### config.mk
export PLATFORM = sky130hd
export DESIGN_NAME = mac_tx_buf_flat
export DESIGN_NICKNAME = d
export VERILOG_FILES = /design/src/rtl/mac_params.sv /design/src/rtl/mac_tx_buf_if.sv /design/src/rtl/mac_tx_buf_mem.sv /design/src/rtl/mac_tx_buf.sv /design/src/flat_wrapper.sv
export SDC_FILE = /design/constraint.sdc
export NUM_CORES = 1
export LEC_CHECK = 0
export CORE_ASPECT_RATIO = 1.75
export CORE_UTILIZATION = 25
export CTS_CLUSTER_DIAMETER = 100
export DETAILED_ROUTE_END_ITERATION = 8
export PLACE_DENSITY = 0.53
export SLEW_MARGIN = 20
export SYNTH_ARGS = -nofsm -noshare
export SYNTH_HDL_FRONTEND = slang
export SYNTH_HIERARCHICAL = 1
export SYNTH_SLANG_ARGS = --single-unit
### constraint.sdc
create_clock -name i_clk -period 11.9 [get_ports i_clk]
set_clock_uncertainty 0.05 [all_clocks]
set_input_delay 1.19 -clock i_clk [delete_from_list [all_inputs] [get_ports i_clk]]
set_output_delay 1.19 -clock i_clk [all_outputs]
set_load 0.03 [all_outputs]
### src/rtl/mac_params.sv
// Shared MAC transmit-path constants: symbol geometry, idle fill and buffer depth.
package mac_params;
  localparam int MAC_TX_BUF_DEPTH = 8;
  localparam int N_CHANNELS       = 4;
  localparam int W_BYTE           = 8;
  localparam logic [W_BYTE-1:0] SYM_IDLE = 8'h07;
  // One stored entry: a control bit per channel on top of the data bytes.
  localparam int W_ENTRY = N_CHANNELS * (W_BYTE + 1);
endpackage

### src/rtl/mac_tx_buf_if.sv
// Write/read handshake and status bundle between a TX producer, the buffer and framegen.
interface mac_tx_buf_if import mac_params::*; #(
  parameter int DEPTH = MAC_TX_BUF_DEPTH
);
  localparam int PW = $clog2(DEPTH) + 1;

  logic                               i_wen;
  logic [N_CHANNELS-1:0]              i_wctrl;
  logic [N_CHANNELS-1:0][W_BYTE-1:0]  i_wdata;
  logic                               i_ren;
  logic [N_CHANNELS-1:0]              o_rctrl;
  logic [N_CHANNELS-1:0][W_BYTE-1:0]  o_rdata;
  logic                               o_empty;
  logic                               o_full;
  logic                               o_almost_full;
  logic [PW-1:0]                      o_count;
  logic                               o_overflow;
  logic                               o_underflow;

  modport master (
    output i_wen, i_wctrl, i_wdata, i_ren,
    input  o_rctrl, o_rdata, o_empty, o_full, o_almost_full, o_count,
           o_overflow, o_underflow
  );

  modport slave (
    input  i_wen, i_wctrl, i_wdata, i_ren,
    output o_rctrl, o_rdata, o_empty, o_full, o_almost_full, o_count,
           o_overflow, o_underflow
  );
endinterface

### src/rtl/mac_tx_buf_mem.sv
// Simple dual-port storage: synchronous write, asynchronous read, no reset.
module mac_tx_buf_mem #(
  parameter int DEPTH = 8,
  parameter int AW    = 3,
  parameter int WIDTH = 36
) (
  input  logic             i_clk,
  input  logic             i_we,
  input  logic [AW-1:0]    i_waddr,
  input  logic [WIDTH-1:0] i_wdata,
  input  logic [AW-1:0]    i_raddr,
  output logic [WIDTH-1:0] o_rdata
);
  logic [WIDTH-1:0] mem [DEPTH];

  always_ff @(posedge i_clk) begin
    if (i_we) mem[i_waddr] <= i_wdata;
  end

  assign o_rdata = mem[i_raddr];
endmodule

### src/rtl/mac_tx_buf.sv
// First-word-fall-through TX buffer between the MAC encoder and framegen; shows idle
// symbols while empty and keeps sticky overflow/underflow flags.
module mac_tx_buf import mac_params::*; #(
  parameter int DEPTH = MAC_TX_BUF_DEPTH
) (
  input  logic        i_clk,
  input  logic        i_reset,
  input  logic        i_clk_en,
  input  logic        i_clear,
  mac_tx_buf_if.slave bus
);
  localparam int AW = $clog2(DEPTH);
  localparam int PW = AW + 1;

  logic [PW-1:0]      wptr, rptr, count;
  logic               empty, full;
  logic               wr_ok, rd_ok, mem_we;
  logic               overflow, underflow;
  logic [W_ENTRY-1:0] mem_wdata, mem_rdata;

  // Status comes from the registered pointers only, never from this cycle's requests.
  assign count = wptr - rptr;
  assign empty = (wptr == rptr);
  assign full  = (wptr[PW-1] != rptr[PW-1]) && (wptr[AW-1:0] == rptr[AW-1:0]);

  // A read frees the slot while full, so a simultaneous write still lands.
  assign wr_ok  = bus.i_wen && (!full || bus.i_ren);
  assign rd_ok  = bus.i_ren && !empty;
  assign mem_we = i_clk_en && !i_reset && !i_clear && wr_ok;

  always_ff @(posedge i_clk) begin
    if (i_reset) begin
      wptr      <= '0;
      rptr      <= '0;
      overflow  <= 1'b0;
      underflow <= 1'b0;
    end else if (i_clk_en) begin
      if (i_clear) begin
        wptr <= '0;
        rptr <= '0;
      end else begin
        if (wr_ok) wptr <= wptr + PW'(1);
        if (rd_ok) rptr <= rptr + PW'(1);
        if (bus.i_wen && full && !bus.i_ren) overflow  <= 1'b1;
        if (bus.i_ren && empty)              underflow <= 1'b1;
      end
    end
  end

  assign mem_wdata = {bus.i_wctrl, bus.i_wdata};

  mac_tx_buf_mem #(
    .DEPTH (DEPTH),
    .AW    (AW),
    .WIDTH (W_ENTRY)
  ) u_mem (
    .i_clk   (i_clk),
    .i_we    (mem_we),
    .i_waddr (wptr[AW-1:0]),
    .i_wdata (mem_wdata),
    .i_raddr (rptr[AW-1:0]),
    .o_rdata (mem_rdata)
  );

  // Per channel: head entry when occupied, idle control symbol otherwise.
  for (genvar ch = 0; ch < N_CHANNELS; ch++) begin : g_ch
    assign bus.o_rctrl[ch] = empty | mem_rdata[N_CHANNELS*W_BYTE + ch];
    assign bus.o_rdata[ch] = empty ? SYM_IDLE : mem_rdata[ch*W_BYTE +: W_BYTE];
  end

  assign bus.o_empty       = empty;
  assign bus.o_full        = full;
  assign bus.o_almost_full = (count >= PW'(DEPTH - 2));
  assign bus.o_count       = count;
  assign bus.o_overflow    = overflow;
  assign bus.o_underflow   = underflow;
endmodule

### src/flat_wrapper.sv
// flat-port wrapper written by rule: the top's interface ports become plain ports
module mac_tx_buf_flat import mac_params::*;
#(
  parameter int DEPTH = MAC_TX_BUF_DEPTH
)
  (i_clk, i_reset, i_clk_en, i_clear, bus_i_wen, bus_i_wctrl, bus_i_wdata, bus_i_ren, bus_o_rctrl, bus_o_rdata, bus_o_empty, bus_o_full, bus_o_almost_full, bus_o_count, bus_o_overflow, bus_o_underflow);
  mac_tx_buf_if #(.DEPTH(DEPTH)) bus_i ();
  input  logic i_clk;
  input  logic i_reset;
  input  logic i_clk_en;
  input  logic i_clear;
  input wire logic [$bits(bus_i.i_wen)-1:0] bus_i_wen;
  input wire logic [$bits(bus_i.i_wctrl)-1:0] bus_i_wctrl;
  input wire logic [$bits(bus_i.i_wdata)-1:0] bus_i_wdata;
  input wire logic [$bits(bus_i.i_ren)-1:0] bus_i_ren;
  output wire logic [$bits(bus_i.o_rctrl)-1:0] bus_o_rctrl;
  output wire logic [$bits(bus_i.o_rdata)-1:0] bus_o_rdata;
  output wire logic [$bits(bus_i.o_empty)-1:0] bus_o_empty;
  output wire logic [$bits(bus_i.o_full)-1:0] bus_o_full;
  output wire logic [$bits(bus_i.o_almost_full)-1:0] bus_o_almost_full;
  output wire logic [$bits(bus_i.o_count)-1:0] bus_o_count;
  output wire logic [$bits(bus_i.o_overflow)-1:0] bus_o_overflow;
  output wire logic [$bits(bus_i.o_underflow)-1:0] bus_o_underflow;
  assign bus_i.i_wen = bus_i_wen;
  assign bus_i.i_wctrl = bus_i_wctrl;
  assign bus_i.i_wdata = bus_i_wdata;
  assign bus_i.i_ren = bus_i_ren;
  assign bus_o_rctrl = bus_i.o_rctrl;
  assign bus_o_rdata = bus_i.o_rdata;
  assign bus_o_empty = bus_i.o_empty;
  assign bus_o_full = bus_i.o_full;
  assign bus_o_almost_full = bus_i.o_almost_full;
  assign bus_o_count = bus_i.o_count;
  assign bus_o_overflow = bus_i.o_overflow;
  assign bus_o_underflow = bus_i.o_underflow;
  mac_tx_buf #(.DEPTH(DEPTH)) u_core (.i_clk(i_clk), .i_reset(i_reset), .i_clk_en(i_clk_en), .i_clear(i_clear), .bus(bus_i));
endmodule
==> results.json <==
{
  "synth_top_area_frac": 0.716,
  "fin_nets": 704,
  "grt_start_max_net_pins": 68,
  "endpoint_kind": "output port",
  "diodes": 0,
  "finalSetupViolCount": 0,
  "initial_core_util": 0.253,
  "status": "completed",
  "cp_max_fo": 47,
  "rsz0062_at_grt": "no",
  "overflow": 0,
  "synth_nets": 604,
  "ys_ff_latch": 298,
  "ys_seq_area_frac": 0.733,
  "antenna_found_initial": 1,
  "antenna_left": 0,
  "path_clk_slew_ns": 0.06,
  "synth_area_um2": 12100,
  "dp.cells": 1222,
  "finalPower_w": 0.00205,
  "grt_pass1_vias": 5922,
  "cts.repair.resized": 0,
  "critPathSlowestCell": "buf_4",
  "slew-limit-headroom": 0.350,
  "ios": 87,
  "synth_commonest_cells": "edfxtp_1, mux4_1, mux2_2",
  "post-synth-top-count-cell": "edfxtp_1",
  "finalWorstSetupSlack_ns": 6.82,
  "die_area_um2": 49200,
  "max_freq_ghz": 0.197,
  "clkLatencyLatePin_ns": 0.54,
  "cp.arrival_ns": 3.84,
  "cts_hold_buffers": 0,
  "vias": 5655,
  "die_h_um": 293,
  "wl_per_cell_um": 21.0,
  "num_rows": 106,
  "cpPeakStageDelay_ns": 0.75,
  "ys_warn_count": 6,
  "yosysUniqueCellTypes": 34,
  "p_leak_nw": 4.44,
  "finalNonFillerCells": 1268,
  "syn_to_final_growth_pct": 20.0,
  "max_cap_violations": 0,
  "grt_pass1_wl_mm": 39.5,
  "yosys.area.top_type": "edfxtp_1",
  "worst_pin_slew_ns": 0.974,
  "drc": 0,
  "async_reset_ff_frac": 0,
  "htreeDepth": 1,
  "path_cells": "buf_4 > mux4_1 > mux2_2 > or2_2 > clkdlybuf4s50_1",
  "coreArea_um2": 47700,
  "drive_gt1_frac": 0.172,
  "clock-sinks": 298,
  "avgSynthCellArea_um2": 21.7,
  "postRouteWirelength_mm": 26.7,
  "yosys-top-cells-area": "edfxtp_1, mux4_1, mux2_2",
  "synth_cells": 556,
  "min_period_ns": 5.08,
  "firstDrtPassIters": 4,
  "finalHoldViolations": 0,
  "grt_use_total": 0.110,
  "cp-start-kind": "register",
  "cts_setup_buffers": 0,
  "cts-buffers-inserted": 26,
  "first_iter_violations": 405,
  "place_ws_ns": 7.26,
  "root_buffer": "clkbuf_16",
  "clockBufferDepth": 3,
  "die_w_um": 168,
  "cellPowerDensity_nw_per_um2": 141,
  "ir_drop_v": 0.0000674,
  "path_class": "register to output port",
  "period_share": 0.427,
  "hp-class": "register to register",
  "vias_per_cell": 4.46,
  "slew_viol_final": 0,
  "place_hpwl_mm": 14.8,
  "port_buffers": 86,
  "n_fill_cell": 4629,
  "gp_congestion": 0.684,
  "tritoncts": "done",
  "setup_tns_ns": 0,
  "required_ns": 10.66,
  "synth_edf_count": 288,
  "ys.flop_type": "edfxtp_1"
}
## area by class of cell
cell class	count	area [um^2]	area share
Clock buffer	32	694	0.0479
Timing Repair Buffer	99	958	0.0661
Multi-Input combinational cell	223	3100	0.214
Inverter	8	30.0	0.00207
Clock inverter	14	119	0.00820
Sequential cell	298	8860	0.611
Tap cell	594	743	0.0513
## worst paths after layout
kind | depth (start not counted) | slack (ns) | from | end
setup / recovery | 5 | 6.82 | u_core/rptr[0] | bus_o_rdata[0]
hold / removal | 2 | 0.44 | u_core/bus.o_overflow | u_core/bus.o_overflow
setup reg to reg | 7 | 8.61 | u_core/rptr[0] | u_core/u_mem/mem[0][10]
hold reg to reg | 2 | 0.44 | u_core/bus.o_overflow | u_core/bus.o_overflow
## where the power goes
group / switching (W) / total, W / internal (W)
Sequential: 0.00000178 / 0.00115 / 0.00115
Clock: 0.000365 / 0.000822 / 0.000457
Combinational: 0.0000421 / 0.0000736 / 0.0000315
## registers in the layout, indices dropped and copies added, names as in the netlist
signal	flops
u_core/u_mem/mem	288
u_core/bus.o_overflow	1
u_core/rptr	4
u_core/bus.o_underflow	1
u_core/wptr	4
## metal layers
| layer | global-route usage | routed length [um] |
|---|---|---|
| met5 | 0 | 13 |
| met4 | 0.0333 | 491 |
| met3 | 0.0159 | 938 |
| met2 | 0.203 | 14300 |
| met1 | 0.130 | 10900 |
## worst max-delay path, delay by kind of cell, from the launching register on
family	cells	cell delay, ns
buf+inv	2	1.34
flops	1	0.68
mux	2	0.95
simple gates	1	0.29
## through the flow
step / hold slack, ns / utilization / area, um^2
global placement: 0.412 / 0.287 / 13700
global route: 0.493 / 0.304 / 14500
floorplan: 0.447 / - / 12100
CTS: 0.444 / 0.304 / 14500
detailed placement: 0.420 / 0.287 / 13700
finish: 0.444 / 0.304 / 14500
## cell usage in the layout, fill, tap and decap left out, drive strengths merged, types with 2 or more instances in the layout
master / n
a21oi: 6
a31oi: 5
buf: 13
bufinv: 2
clkbuf: 32
clkdlybuf4s50: 86
clkinv: 12
dfxtp: 10
edfxtp: 288
ha: 5
inv: 8
mux2: 36
mux4: 72
nand2: 8
nand2b: 6
nand3: 4
nand3b: 2
nor2: 11
nor2b: 23
nor3: 4
o211ai: 5
o21ai: 4
or2: 16
or3: 3
or4: 3
xnor2: 2
## kinds of logic (layout without fill, tap and decap cells)
| group | count (synthesis) | after routing | synth area share |
|---|---|---|---|
| buf+inv | 35 | 153 | 0.0161 |
| compound gates | 22 | 22 | 0.0116 |
| simple gates | 84 | 84 | 0.0400 |
| fa+ha+maj | 6 | 6 | 0.00684 |
| flops | 298 | 298 | 0.733 |
| xor+xnor | 3 | 3 | 0.00280 |
| mux | 108 | 108 | 0.190 |
Note: power is estimated with default switching activity, not from simulation.
==> RTL edit: new RTL, same settings <==
The package constant `N_CHANNELS` goes from 4 to 5.
--- a/src/rtl/mac_params.sv
+++ b/src/rtl/mac_params.sv
@@ -3,3 +3,3 @@
   localparam int MAC_TX_BUF_DEPTH = 8;
-  localparam int N_CHANNELS       = 4;
+  localparam int N_CHANNELS       = 5;
   localparam int W_BYTE           = 8;
Ports: changed (resized bus_i_wctrl, bus_i_wdata, bus_o_rctrl and bus_o_rdata); port bits go from 87 to 105. The function was not compared with the original's and may differ.
==> RTL edit against the original RTL <==
The flow now finishes with violations (DRC). Sequential cell count up 72. Clock power up 44%. Register-to-register slack worse by 1.0 ns. Cell area up 25%. Synthesized area up 23%. Final cell count up 26%. Largest cell class unchanged. Die area up 23%. Routed wire length up 24%. Via count up 22%. Synthesized cell count up 21%. Setup slack worse by 0.28 ns. Power up 32%.
==> RTL edit: results (changes against the original RTL) <==
.. list-table::
   :header-rows: 1

   * - Metric
     - Value
   * - Wire length of the first global-routing pass
     - 48900 um (was 39500 um)
   * - Start point of the worst hold path
     - u_core/bus.o_underflow (was u_core/bus.o_overflow)
   * - Vias
     - 6927 (was 5655)
   * - Global routing met2 resource utilization
     - 0.205 (was 0.203)
   * - Overall Global Routing Usage
     - 0.109 (was 0.110)
   * - Biggest area contributors in the synthesized netlist
     - sky130_fd_sc_hd__edfxtp_1 73%, sky130_fd_sc_hd__mux4_1 16%, sky130_fd_sc_hd__mux2_2 3.4%, sky130_fd_sc_hd__dfxtp_1 1.3%, sky130_fd_sc_hd__nor2b_1 1.2% (was sky130_fd_sc_hd__edfxtp_1 72%, sky130_fd_sc_hd__mux4_1 16%, sky130_fd_sc_hd__mux2_2 3.4%, sky130_fd_sc_hd__dfxtp_1 1.7%, sky130_fd_sc_hd__nor2b_1 1.2%)
   * - Status
     - finished with violations (was finished clean)
   * - Footprint of the multi-input gates
     - 3720 um2 (was 3100 um2)
   * - Final RePlAce weighted congestion
     - 0.658 (was 0.684)
   * - Non-Clock Buffer Area Fraction
     - 0.0628 (was 0.0661)
   * - Cell type of the slowest stage on the worst timing path
     - sky130_fd_sc_hd__dfxtp_4 (was sky130_fd_sc_hd__buf_4)
   * - Final Net Count
     - 850 (was 704)
   * - Parity-gate share of the synthesized area counting xor and xnor cells
     - 0.00227 (was 0.00280)
   * - DR pass1 iterations
     - 6 (was 4)
   * - Worst slack on hold paths
     - 0.432 ns (was 0.444 ns)
   * - VDD IR-drop max
     - 0.0768 mV (was 0.0674 mV)
   * - Fillers
     - 5800 (was 4629)
   * - Violations in the final reports
     - DRC
   * - R2r endpoint
     - u_core/u_mem/mem[2][23] (was u_core/u_mem/mem[0][10])
   * - Relative slew margins
     - 0.307 (was 0.350)
   * - Setup slack after placement
     - 7.00 ns (was 7.26 ns)
   * - Antenna violations before repair
     - 3 (was 1)
   * - Met3 Use GR
     - 0.0170 (was 0.0159)
   * - HPWL after DPL
     - 17700 um (was 14800 um)
   * - Share of post-route cells with drive strength above 1
     - 0.178 (was 0.172)
   * - Post-route core utilization
     - 0.307 (was 0.304)
   * - Longest individual stage delay on the worst path
     - 0.91 ns (was 0.75 ns)
   * - Port Buffers
     - 104 (was 86)
   * - Registers with the most flip-flops
     - u_core/u_mem/mem x360, u_core/rptr x4, u_core/wptr x4 (was u_core/u_mem/mem x288, u_core/rptr x4, u_core/wptr x4)
   * - Drt first-iter violations
     - 410 (was 405)
   * - Clock distribution area overhead in the final layout
     - 0.0677 (was 0.0561)
   * - Count of unresolved DRC violations after routing
     - 1 (was 0)
   * - Total met3 wirelength after detailed routing
     - 1030 um (was 938 um)
-- RTL edit: cells by family (layout without fill, tap and decap cells) --
kind of cell,after synthesis,in the layout
multiplexers,135,135
flip-flops,370,370
AND/OR/NAND/NOR,93,93
adder cells (fa/ha/maj),6,6
buffers and inverters,41,193
AO/OA/AOI/OAI,22,22
XOR/XNOR,3,3
other,0,1
-- RTL edit: worst max path at each step --
stage | from | endpoint | slack (ns) | cells past startpoint
final | u_core/rptr[0] | bus_o_rctrl[4] | 6.54 | 5
after global routing | u_core/rptr[0] | bus_o_rctrl[4] | 6.35 | 5
after CTS | u_core/rptr[0] | bus_o_rdata[16] | 6.41 | 5
after detailed placement | u_core/rptr[0] | bus_o_rdata[16] | 7.00 | 5
after global placement | u_core/rptr[0] | bus_o_rdata[16] | 6.96 | 5
after floorplan | bus_i_ren | u_core/u_mem/mem[0][0] | 6.32 | 5
